File: config.mk
export PLATFORM = sky130hd
export DESIGN_NAME = inst_mem_loader_flat
export DESIGN_NICKNAME = d
export VERILOG_FILES = /design/src/rtl/inst_mem_loader_if.sv /design/src/rtl/inst_mem_loader.sv /design/src/flat_wrapper.sv
export SDC_FILE = /design/constraint.sdc
export NUM_CORES = 1
export LEC_CHECK = 0
export ABC_AREA = 1
export CORE_AREA = 2 2 77 79
export DETAILED_ROUTE_END_ITERATION = 12
export DIE_AREA = 0 0 79 81
export MAX_ROUTING_LAYER = met4
export PLACE_DENSITY_LB_ADDON = 0.1
export SYNTH_ARGS = -nofsm -noshare
export SYNTH_HDL_FRONTEND = slang
export SYNTH_SLANG_ARGS = --single-unit
export TNS_END_PERCENT = 10
File: constraint.sdc
create_clock -name clk -period 3.17 [get_ports clk]
set_input_delay 0.634 -clock clk [delete_from_list [all_inputs] [get_ports clk]]
set_output_delay 0.634 -clock clk [all_outputs]
set_load 0.1 [all_outputs]
File: src/rtl/inst_mem_loader_if.sv
// Byte-stream and memory-write bus for the instruction memory boot loader.
// master: the loader side (consumes UART RX bytes, drives the memory port).
// slave:  the environment side (supplies RX bytes, receives memory writes).
interface inst_mem_loader_if #(
    parameter int ADDR_W = 8
);
    logic [7:0]        rx_data;
    logic              rx_valid;
    logic              mem_we;
    logic [ADDR_W-1:0] mem_addr;
    logic [7:0]        mem_wdata;

    modport master (
        input  rx_data,
        input  rx_valid,
        output mem_we,
        output mem_addr,
        output mem_wdata
    );

    modport slave (
        output rx_data,
        output rx_valid,
        input  mem_we,
        input  mem_addr,
        input  mem_wdata
    );
endinterface

File: src/rtl/inst_mem_loader.sv
// Boot-load controller: parses SYNC, LEN, BASE, LEN data bytes (and an
// optional XOR checksum byte) from the UART RX stream, writes each data byte
// into instruction memory one cycle after it arrives, and keeps the CPU in
// reset until a frame completes cleanly.
// Optional feature macro: LOADER_CKSUM_EN (trailing checksum byte + CKSUM state).
module inst_mem_loader #(
    parameter int         ADDR_W         = 8,
    parameter logic [7:0] SYNC_BYTE      = 8'hA5,
    parameter int         TIMEOUT_CYCLES = 1000000
) (
    input  logic              clk,
    input  logic              rst,
    inst_mem_loader_if.master bus,
    output logic              cpu_hold,
    output logic              load_done,
    output logic              load_err,
    output logic [7:0]        byte_count
);
    localparam int TW = $clog2(TIMEOUT_CYCLES + 1);

    typedef enum logic [2:0] {
        S_IDLE,
        S_LEN,
        S_BASE,
        S_DATA,
`ifdef LOADER_CKSUM_EN
        S_CKSUM,
`endif
        S_DONE,
        S_ERR
    } state_t;

    state_t            state_q;
    state_t            state_d;
    logic [7:0]        len_q;
    logic [ADDR_W-1:0] ptr_q;
    logic [TW-1:0]     tmo_q;
    logic              mem_we_q;
    logic [ADDR_W-1:0] mem_addr_q;
    logic [7:0]        mem_wdata_q;
    logic [7:0]        cnt_q;
`ifdef LOADER_CKSUM_EN
    logic [7:0]        acc_q;
`endif

    logic in_frame;
    logic start_frame;
    logic take_data;
    logic last_byte;
    logic tmo_hit;

    assign bus.mem_we    = mem_we_q;
    assign bus.mem_addr  = mem_addr_q;
    assign bus.mem_wdata = mem_wdata_q;
    assign byte_count    = cnt_q;

    // Next-state decode, per-byte control strobes and the Moore status flags.
    always_comb begin
        state_d     = state_q;
        in_frame    = 1'b0;
        start_frame = 1'b0;
        cpu_hold    = 1'b1;
        load_done   = 1'b0;
        load_err    = 1'b0;
        take_data   = (state_q == S_DATA) && bus.rx_valid;
        last_byte   = take_data && ((cnt_q + 8'd1) == len_q);

        case (state_q)
            S_IDLE, S_DONE, S_ERR: begin
                if (bus.rx_valid && (bus.rx_data == SYNC_BYTE)) begin
                    start_frame = 1'b1;
                    state_d     = S_LEN;
                end
            end
            S_LEN: begin
                in_frame = 1'b1;
                if (bus.rx_valid) begin
                    state_d = (bus.rx_data == 8'h00) ? S_ERR : S_BASE;
                end
            end
            S_BASE: begin
                in_frame = 1'b1;
                if (bus.rx_valid) begin
                    state_d = S_DATA;
                end
            end
            S_DATA: begin
                in_frame = 1'b1;
                if (last_byte) begin
`ifdef LOADER_CKSUM_EN
                    state_d = S_CKSUM;
`else
                    state_d = S_DONE;
`endif
                end
            end
`ifdef LOADER_CKSUM_EN
            S_CKSUM: begin
                in_frame = 1'b1;
                if (bus.rx_valid) begin
                    state_d = (bus.rx_data == acc_q) ? S_DONE : S_ERR;
                end
            end
`endif
            default: state_d = S_IDLE;
        endcase

        tmo_hit = in_frame && !bus.rx_valid && (tmo_q == TW'(TIMEOUT_CYCLES - 1));
        if (tmo_hit) begin
            state_d = S_ERR;
        end

        if (state_q == S_DONE) begin
            cpu_hold  = 1'b0;
            load_done = 1'b1;
        end
        if (state_q == S_ERR) begin
            load_err = 1'b1;
        end
    end

    // State register.
    always_ff @(posedge clk) begin
        if (rst) begin
            state_q <= S_IDLE;
        end else begin
            state_q <= state_d;
        end
    end

    // Inter-byte idle counter; only runs while a frame is open and a byte restarts it.
    always_ff @(posedge clk) begin
        if (rst || !in_frame || bus.rx_valid || tmo_hit) begin
            tmo_q <= '0;
        end else begin
            tmo_q <= tmo_q + TW'(1);
        end
    end

    // Frame header capture, write pointer and the registered memory write port.
    always_ff @(posedge clk) begin
        if (rst) begin
            mem_we_q    <= 1'b0;
            mem_addr_q  <= '0;
            mem_wdata_q <= 8'h00;
            cnt_q       <= 8'h00;
            len_q       <= 8'h00;
            ptr_q       <= '0;
        end else begin
            mem_we_q <= take_data;
            if (start_frame) begin
                cnt_q <= 8'h00;
            end
            if ((state_q == S_LEN) && bus.rx_valid) begin
                len_q <= bus.rx_data;
            end
            if ((state_q == S_BASE) && bus.rx_valid) begin
                ptr_q <= ADDR_W'(bus.rx_data);
            end
            if (take_data) begin
                mem_addr_q  <= ptr_q;
                mem_wdata_q <= bus.rx_data;
                ptr_q       <= ptr_q + ADDR_W'(1);
                cnt_q       <= cnt_q + 8'd1;
            end
        end
    end

`ifdef LOADER_CKSUM_EN
    // Running XOR of the data bytes of the open frame.
    always_ff @(posedge clk) begin
        if (rst || start_frame) begin
            acc_q <= 8'h00;
        end else if (take_data) begin
            acc_q <= acc_q ^ bus.rx_data;
        end
    end
`endif

endmodule

File: src/flat_wrapper.sv
// flat-port wrapper written by rule: the top's interface ports become plain ports
module inst_mem_loader_flat 
#(
    parameter int         ADDR_W         = 8,
    parameter logic [7:0] SYNC_BYTE      = 8'hA5,
    parameter int         TIMEOUT_CYCLES = 1000000
)
  (clk, rst, cpu_hold, load_done, load_err, byte_count, bus_rx_data, bus_rx_valid, bus_mem_we, bus_mem_addr, bus_mem_wdata);
  inst_mem_loader_if #(.ADDR_W(ADDR_W)) bus_i ();
  input  logic clk;
  input  logic rst;
  output logic cpu_hold;
  output logic load_done;
  output logic load_err;
  output logic [7:0] byte_count;
  input wire logic [$bits(bus_i.rx_data)-1:0] bus_rx_data;
  input wire logic [$bits(bus_i.rx_valid)-1:0] bus_rx_valid;
  output wire logic [$bits(bus_i.mem_we)-1:0] bus_mem_we;
  output wire logic [$bits(bus_i.mem_addr)-1:0] bus_mem_addr;
  output wire logic [$bits(bus_i.mem_wdata)-1:0] bus_mem_wdata;
  assign bus_i.rx_data = bus_rx_data;
  assign bus_i.rx_valid = bus_rx_valid;
  assign bus_mem_we = bus_i.mem_we;
  assign bus_mem_addr = bus_i.mem_addr;
  assign bus_mem_wdata = bus_i.mem_wdata;
  inst_mem_loader #(.ADDR_W(ADDR_W), .SYNC_BYTE(SYNC_BYTE), .TIMEOUT_CYCLES(TIMEOUT_CYCLES)) u_core (.clk(clk), .rst(rst), .bus(bus_i), .cpu_hold(cpu_hold), .load_done(load_done), .load_err(load_err), .byte_count(byte_count));
endmodule
==> metrics.md, run 1 <==
| Metric | Value |
|---|---|
| Post-cts resize count | 0 |
| WHS | ~460 ps |
| GR Util All Layers | 24.77% |
| Area occupied by multi-input gates | 1610 sq um |
| Pwr/cell area | between 600 and 700 nW/um^2 |
| Die Span Y | a little over 80 um |
| Leak | 1.453 nW |
| Clock transition at the registers of the reported paths | 70 ps |
| CTS root buf | clkbuf_8 |
| HPWL Detailed | 5420 um |
| Worst path required time | roughly 2500 ps |
| Max-Cap Viols | 0 |
| Buffers & Inverters on Critical Path | 2 |
| Final slew viol count | 0 |
| Routed Antenna Nets | 0 |
| Total Die Area | about 6400 sq um |
| Commonest non-fill, non-tap cell in the layout | nand2_1 |
| CP endpoint kind | output pin |
| Yosys cell types | 39 |
| Worst path depth | 3 |
| Sequential element share of the synthesized area | between 40% and 50% |
| Clk sink count | 64 |
| H-tree depth | 3 |
| CTS Hold Buffers Added | 0 |
| Hold Path Class | register to register |
| FILL cells | a little over 500 |
| # DRC | 0 |
| CP Max Fanout | 10 |
| I/O pin count | 39 |
| Hold Fails Final Rpt | 0 |
| Comb power frac | 29.2% |
| Crit path launch | u_core.state_q[0] |
| Internal power | between 1 and 1.5 mW |
| DIE WIDTH | 79 um |
| WP data arrival | between 1500 and 2000 ps |
| Core area | ~5700 sq um |
| Layout area overhead | 17.88% |
| Post-layout min period | between 2000 and 2500 ps |
| Reg power frac | between 40% and 50% |
| # diodes | 0 |
| Worst vdd ir | approximately 0.41 mV |
| RSZ-0062 raised after global routing | no |
| Switching share of power | between 30% and 40% |
| Clk Latency, worst-skew pair | between 300 and 400 ps |
| Global-route wire length before repair | 12,050 um |
| Drt initial violations | 140 |
| Largest net degree at the start of global routing | 25 |
| Routability cong. | between 0.9 and 1 |
| R2r endpoint | u_core.tmo_q[11] |
| Critical Path Source Type | register |
| Clock power frac | a little under 30% |
| Port bufs | 38 |
| Syn Std Cell Area | 3149 sq um |
| CP delay by family, top | flip-flops |
| Final setup fails | 0 |
| Yosys reg bits | 64 |
| Path depth of the worst reg2reg path | 9 |
| CTS tree | done |
| Most frequent cells in the layout | nand2_1 (93), dfxtp_1 (64), nor2_1 (54) |
| Initial Util | 55.49% |
| Most used DFF post-synth | dfxtp_1 |
| Status | finished, final reports clean |
| Total CTS buffers | 9 |
| Cell count after synthesis | approximately 460 |
| Vias | between 3,000 and 4,000 |
| Avg Vias per Cell | about 5.3 |
| Ys Warns | 0 |
| Syn Nets | 470 |
| Worst-Margin Slew | about 660 ps |
| Nets@finish | between 500 and 600 |
| Critical Path, Cell by Cell | inv_2, nor3_2, buf_4 |
| Initial antenna violation count | 0 |
| Headroom to the max-slew limit | between 50% and 60% |
| Seq. cell area | around 1300 sq um |
| Layout cells sized above 1 | ~14% |
| Largest stage delay, worst path | 610 ps |
| Period utilization | around 70% |
| Psw | approximately 870 uW |
| Synth async-reset ratio | 0% |
| Final clock skew | approximately 7.5 ps |
| Setup TNS | 0 ps |
| Setup Crit Path Kind | register to output pin |
| Number of global-route vias before repair | about 2,700 |
| Cell Rows | 28 |
| Routed WL | between 7000 and 8000 um |
| Dpl cell area | about 3500 sq um |
| PnR Total Power | about 2.3 mW |
| Clock Path Buffers | 2 |
| Post-CTS Setup Bufs | 0 |
| Flop2flop setup slack | 1140 ps |
| Wire length per cell | between 10 and 15 um |
| Worst path slowest cell | dfxtp_1 |
| Number of synthesized flops with an enable pin | 0 |
| Worst R2R Start | u_core.state_q[0] |
| Design area | about 3700 sq um |
| Syn Area/Cell | 6.906 sq um |
| Congestion Overflow GR | 0 |
| Critical Path Sink | load_err |
| DRT Pass-1 Iters | 5 |
| Peak Freq | about 440 MHz |
## cell type report
class	instances	share of cell area, %
multi-input cells	326	43.38
flip-flops and latches	64	34.51
repair buffers	41	8.965
inverters	55	5.561
clock buffers	10	3.438
well taps	75	2.528
clock inverters	6	1.618
## metal layers
| metal | vias to the layer above | global-route usage, % | routed length, um |
|---|---|---|---|
| li1 | 1590 | - | - |
| met1 | 1380 | 29.17 | 3231 |
| met2 | 76 | 40.93 | 3599 |
| met3 | 15 | 6.778 | 411 |
| met4 | 0 | 8.966 | 138 |
| met5 | - | - | 0 |
## sequential cells by signal, summed over array words and instances (netlist names)
signal,flops
u_core.bus.mem_we,1
u_core.len_q,8
u_core.byte_count,8
u_core.tmo_q,20
u_core.bus.mem_wdata,8
u_core.ptr_q,8
u_core.state_q,3
u_core.bus.mem_addr,8
## how the worst min path moves through the flow
stage                       startpoint                       to  slack, ps  cells after the start
5_1_grt        u_core.bus.mem_wdata[4]  u_core.bus.mem_wdata[4]        490                      2
6_report               u_core.tmo_q[0]          u_core.tmo_q[0]        460                      1
3_3_place_gp           u_core.tmo_q[0]          u_core.tmo_q[0]        430                      1
4_1_cts                u_core.tmo_q[0]          u_core.tmo_q[0]        470                      1
2_1_floorplan          u_core.tmo_q[0]          u_core.tmo_q[0]        420                      1
3_5_place_dp           u_core.tmo_q[0]          u_core.tmo_q[0]        460                      1
## cell usage after synthesis (3+ instances only)
cell type,count,area [sq um]
ha_1,3,37.54
nand2_1,93,349.1
a21oi_1,53,265.3
nor2_1,55,206.5
nor3_1,12,60.06
o21ai_1,11,55.05
clkbuf_1,5,18.77
o21ai_0,15,75.07
xor2_1,4,35.03
inv_1,44,165.2
inv_2,11,41.29
buf_2,4,20.02
nand3_1,37,185.2
o21a_1,4,30.03
xnor2_1,3,26.28
nor2_2,3,18.77
nand4_1,7,43.79
dfxtp_1,64,1281
nor3_2,3,30.03
## stage by stage
step | instances | util [%] | setup WS (ps)
floorplan | 456 | - | 296.3
global placement | 561 | 62.10 | 604.7
detailed placement | 561 | 62.10 | 556.4
CTS | 577 | 65.41 | 906.1
global route | 577 | 65.41 | 719.4
finish | 577 | 65.41 | 894.3
## worst register-to-register path: stages (launching register included)
cell     delay [ps]
dfxtp_1         610
nor2_1          190
nor3_2          260
inv_2            40
nor2_1          200
nor2_1           90
nand2_2         280
inv_2           100
o21ai_1          80
a21oi_1          50
## power by group through the flow
| stage | sequential (mW) | clock (mW) | combinational (mW) |
|---|---|---|---|
| global placement | 0.970 | 0 | 0.665 |
| detailed placement | 0.970 | 0 | 0.671 |
| CTS | 0.953 | 0.684 | 0.674 |
| floorplan | 1.00 | 0 | 0.501 |
| finish | 0.955 | 0.676 | 0.674 |
| global route | 0.963 | 0.721 | 0.748 |
## cells by family after synthesis
kind of cell / after synthesis / share of synthesized area, %
compound gates: 95 / 16.53
fa+ha+maj: 3 / 1.192
xor+xnor: 7 / 1.947
buf+inv: 66 / 8.264
simple gates: 221 / 31.39
flops: 64 / 40.68
No activity file was read; power rests on OpenSTA's default activity.
==> run 2, diff against run 1 <==
- CORE_AREA: 2 2 77 79 -> 2 2 83 85
- DIE_AREA: 0 0 79 81 -> 0 0 85 87
- clock period: 3.17 -> 1.94 ns (I/O delays scaled with it)
==> metrics.md, run 2 (same netlist as run 1, synthesis figures left out) <==
| Metric | Value |
|---|---|
| Peak Freq | around 560 MHz |
| Commonest non-fill, non-tap cell in the layout | nand2_1 |
| Setup TNS | 0 ps |
| Drt initial violations | between 90 and 100 |
| Clock Path Buffers | 2 |
| Max-Cap Viols | 0 |
| HPWL Detailed | 6026 um |
| Worst path required time | roughly 1600 ps |
| Hold Path Class | register to register |
| Nets@finish | ~540 |
| Final setup margin | approximately 150 ps |
| CTS tree | done |
| H-tree depth | 3 |
| Critical Path, Cell by Cell | nor2_4, inv_2, nor2_4, clkinvlp_4, buf_12 |
| Largest net degree at the start of global routing | 15 |
| Worst vdd ir | approximately 0.53 mV |
| Seq. cell area | about 1300 sq um |
| Wire length per cell | around 13 um |
| Vias | about 3,100 |
| DIE WIDTH | 85 um |
| FILL cells | 618 |
| Register bank with the most flops | u_core.tmo_q |
| # DRC | 0 |
| Routed WL | roughly 8000 um |
| Max FFs per register | 20 |
| Layout area overhead | 29.48% |
| Largest stage delay, worst path | 390 ps |
| Global-route wire length before repair | approximately 13,000 um |
| Met3 WL | 350 um |
| # diodes | 0 |
| Clk sink count | 64 |
| CP endpoint kind | output pin |
| CP most frequent cell | nor2_4 |
| Die Span Y | approximately 87 um |
| Dpl cells | just under 600 |
| Final clock skew | between 6 and 7 ps |
| Status | finished, final reports clean |
| DRT Pass-1 Iters | 4 |
| Worst path slowest cell | dfxtp_1 |
| Met1 Wirelength | between 3000 and 4000 um |
| Clk Latency, worst-skew pair | around 330 ps |
| Hold path depth | 1 |
| Period utilization | ~92% |
| Port bufs | 38 |
| WP data arrival | 1400 ps |
| Critical Path Source Type | register |
| Design area | ~4100 sq um |
| Path depth of the worst reg2reg path | 8 |
| Uppermost layer routed | met4 |
| Most frequent cells in the layout | nand2_1 (92), dfxtp_1 (59), a21oi_1 (53), buf_4 (53), nor2_1 (52) |
| Initial Util | 47.94% |
| Core area | roughly 6600 sq um |
| Met2 wire len | 3981 um |
| Total CTS buffers | 9 |
| Setup Crit Path Kind | register to output pin |
| Dpl cell area | slightly below 4000 sq um |
| Headroom to the max-slew limit | between 70% and 80% |
| Non-Filler Instances | a little over 600 |
| CP Max Fanout | 5 |
| Place WS | -111.6 ps |
| WHS | between 400 and 500 ps |
| Cell Rows | 30 |
| Routed Antenna Nets | 0 |
| Final setup fails | 0 |
| Post-layout min period | 1785 ps |
| Clock transition at the registers of the reported paths | ~70 ps |
| Routability cong. | 0.9064 |
| Number of global-route vias before repair | 3,027 |
| CTS Hold Buffers Added | 0 |
| Congestion Overflow GR | 0 |
| Layout cells sized above 1 | around a fifth |
| I/O pin count | 39 |
| Avg Vias per Cell | around 5.1 |
| Total Die Area | around 7400 sq um |
| Final slew viol count | 0 |
| GR Util All Layers | 23.41% |
| Hold Fails Final Rpt | 0 |
| Worst-Margin Slew | about 410 ps |
| Pwr/cell area | between 900 and 1000 nW/um^2 |
| CTS root buf | clkbuf_8 |
| Initial antenna violation count | 0 |
| Leak | approximately 1.6 nW |
| Area occupied by multi-input gates | between 1500 and 2000 sq um |
-- run 2: path summary, 6_finish.rpt --
path	startpoint	to	slack, ps
setup / recovery	u_core.state_q[1]	cpu_hold	150
hold / removal	u_core.tmo_q[0]	u_core.tmo_q[0]	460
setup reg to reg	u_core.tmo_q[6]	u_core.tmo_q[19]	180
hold reg to reg	u_core.tmo_q[0]	u_core.tmo_q[0]	460
-- run 2: cell type report --
class	instances	share of cell area, %
multi-input cells	326	40.53
flip-flops and latches	64	31.64
repair buffers	71	16.14
inverters	55	5.155
clock buffers	13	3.651
well taps	80	2.455
clock inverters	3	0.4296
-- run 2: power breakdown --
part / total, mW / switching (mW) / leakage, nW / internal (mW)
logic: 1.34 / 0.867 / 1.03 / 0.476
clock network: 1.01 / 0.510 / 0.0834 / 0.496
registers: 1.54 / 0.118 / 0.520 / 1.43
-- run 2: worst max-delay path: cells and delay by family (launching register included) --
kind	cells	cell delay [ps]
buffers and inverters	3	350
and+or+nand+nor	2	330
DFF	1	390
-- run 2: what timing repair did --
action                                  in CTS  in global routing
setup buffers                                0                  1
endpoints found under the setup margin       0                 20
gates resized for setup                      0                  7
-- run 2: routing by layer --
layer / global-route usage (%) / vias up
li1: - / 1645
met1: 26.76 / 1424
met2: 39.56 / 58
met3: 5.213 / 18
met4: 10.10 / 0
met5: - / -
-- run 2: stage by stage --
step                      utilization, %  power, mW
after floorplan                        -      2.520
after global placement             59.03      2.901
after detailed placement           59.03      2.917
after CTS                          61.56      3.908
after global routing               62.08      4.117
final                              62.08      3.894
==> run 3, diff against run 2 <==
- CORE_AREA: 2 2 83 85 -> 2 2 86 88
- DIE_AREA: 0 0 85 87 -> 0 0 88 90
==> metrics.md, run 3 (same netlist as run 1, synthesis figures left out) <==
| Metric | Value |
|---|---|
| Routed Antenna Nets | 0 |
| Total Die Area | 7920 sq um |
| # diodes | 0 |
| Period utilization | roughly 95% |
| GR Util All Layers | 22.40% |
| Post-layout min period | 1837 ps |
| Hold Path Class | register to register |
| HP Start | u_core.tmo_q[0] |
| Leak | roughly 1.6 nW |
| Pwr/cell area | 1026 nW/um^2 |
| Max-Cap Viols | 0 |
| CTS tree | done |
| Headroom to the max-slew limit | between 70 and 80% |
| Global-route wire length before repair | 13,510 um |
| Routed WL | ~8100 um |
| Max FFs per register | 20 |
| Clk Latency, worst-skew pair | 360 ps |
| Port bufs | 38 |
| RSZ-0062 raised after global routing | yes |
| Area occupied by multi-input gates | 1653 sq um |
| Core area | approximately 7000 sq um |
| Wire length per cell | ~13 um |
| Final slew viol count | 0 |
| Final setup fails | 0 |
| Most frequent cells in the layout | nand2_1 (93), dfxtp_1 (58), a21oi_1 (53) |
| Worst-Margin Slew | about 360 ps |
| Avg Vias per Cell | between 5 and 6 |
| Peak Freq | between 500 and 600 MHz |
| CP endpoint kind | output pin |
| Final clock skew | 11.16 ps |
| Clk sink count | 64 |
| Nets@finish | ~540 |
| Vias | ~3,200 |
| PnR Total Power | around 4.3 mW |
| Flop2flop setup slack | 180 ps |
| Initial Util | about 45% |
| Total CTS buffers | 9 |
| Initial antenna violation count | 0 |
| Worst R2R Start | u_core.byte_count[1] |
| CP Max Fanout | 5 |
| CTS root buf | clkbuf_8 |
| Congestion Overflow GR | 0 |
| Setup Crit Path Kind | register to output pin |
| Drt initial violations | roughly 110 |
| Clock Path Buffers | 2 |
| # DRC | 0 |
| Seq. cell area | ~1300 sq um |
| Path depth of the worst reg2reg path | 12 |
| WHS | roughly 450 ps |
| DRT Pass-1 Iters | 4 |
| Die Span Y | around 90 um |
| Register bank with the most flops | u_core.tmo_q |
| Hold path depth | 1 |
| Layout cells sized above 1 | 20.83% |
| Final core area utilization | approximately three fifths |
| Dpl cells | ~610 |
| Commonest non-fill, non-tap cell in the layout | nand2_1 |
| Cell Rows | 31 |
| Critical Path Source Type | register |
| WP data arrival | 1450 ps |
| Layout area overhead | 31.59% |
| I/O pin count | 39 |
| Worst vdd ir | 0.5444 mV |
| Routability cong. | approximately 0.89 |
| FILL cells | around 680 |
| H-tree depth | 3 |
| Worst path required time | roughly 1600 ps |
| R2r endpoint | u_core.state_q[0] |
| HPWL Detailed | just over 6000 um |
| Non-Filler Instances | 627 |
| Status | finished, final reports clean |
| Clock transition at the registers of the reported paths | ~70 ps |
| Number of global-route vias before repair | roughly 3,000 |
| DIE WIDTH | around 88 um |
| Largest net degree at the start of global routing | 18 |
| Hold EP | u_core.tmo_q[0] |
| Hold Fails Final Rpt | 0 |
==> run 3: changes by cell type in the layout (fill, tap and decap cells not counted), moves of 2 or more <==
cell and change:
bufinv_16 +2, clkbuf_1 -3, clkbuf_8 +2, dfxtp_2 +2
clkinv_2 -2, buf_4 -4
==> run 3: where the power goes <==
group / switching (mW) / internal, mW / leakage [nW]
Sequential: 0.117 / 1.43 / 0.520
Clock: 0.536 / 0.828 / 0.115
Combinational: 0.871 / 0.474 / 0.999
==> run 3: critical path, cell delays in order (launching register included) <==
cell and delay [ps]:
dfxtp_1 410, nor2_4 180, inv_2 60, nor2_4 160, clkinvlp_4 120, buf_12 170
==> run 3: metrics by stage <==
step	setup WS, ps	area (sq um)	setup TNS, ps
2_1_floorplan	-239.1	3184	-700.7
3_3_place_gp	-43.81	3879	-83.82
3_5_place_dp	-63.51	3879	-329.7
4_1_cts	79.56	4119	0
5_1_grt	-35.22	4144	-52.28
6_report	102.5	4144	0
==> run 3: per-layer routing <==
| layer | GRT usage [%] | vias up | wire length [um] | part of all wire, % |
|---|---|---|---|---|
| li1 | - | 1638 | - | - |
| met1 | 25.17 | 1450 | 3490 | 43 |
| met2 | 37.94 | 63 | 4095 | 51 |
| met3 | 4.132 | 12 | 355 | 4.4 |
| met4 | 10.13 | 0 | 132 | 1.6 |
| met5 | - | - | 0 | 0 |
==> run 3: area by class of cell <==
type | instances | area share [%]
timing repair buffer | 67 | 15.16
inverter | 55 | 5.072
multi-input combinational | 326 | 39.89
sequential | 64 | 31.10
tap | 99 | 2.989
clock buffer | 12 | 3.986
clock inverter | 4 | 1.812
==> run 3: what timing repair did <==
item / in CTS / in global routing
endpoints found under the setup margin: 0 / 14
setup buffers: 0 / 0
resized for setup: 0 / 7
hold buffers: 0 / 0
==> run 3: worst max path at each step <==
stage	start	end	slack (ps)	cells past startpoint
2_1_floorplan	u_core.state_q[0]	cpu_hold	-240	5
3_3_place_gp	bus_rx_valid	u_core.state_q[0]	-40	8
3_5_place_dp	bus_rx_valid	u_core.state_q[0]	-60	12
4_1_cts	u_core.state_q[1]	cpu_hold	80	5
5_1_grt	u_core.tmo_q[0]	u_core.tmo_q[14]	-40	10
6_report	u_core.state_q[1]	cpu_hold	100	5
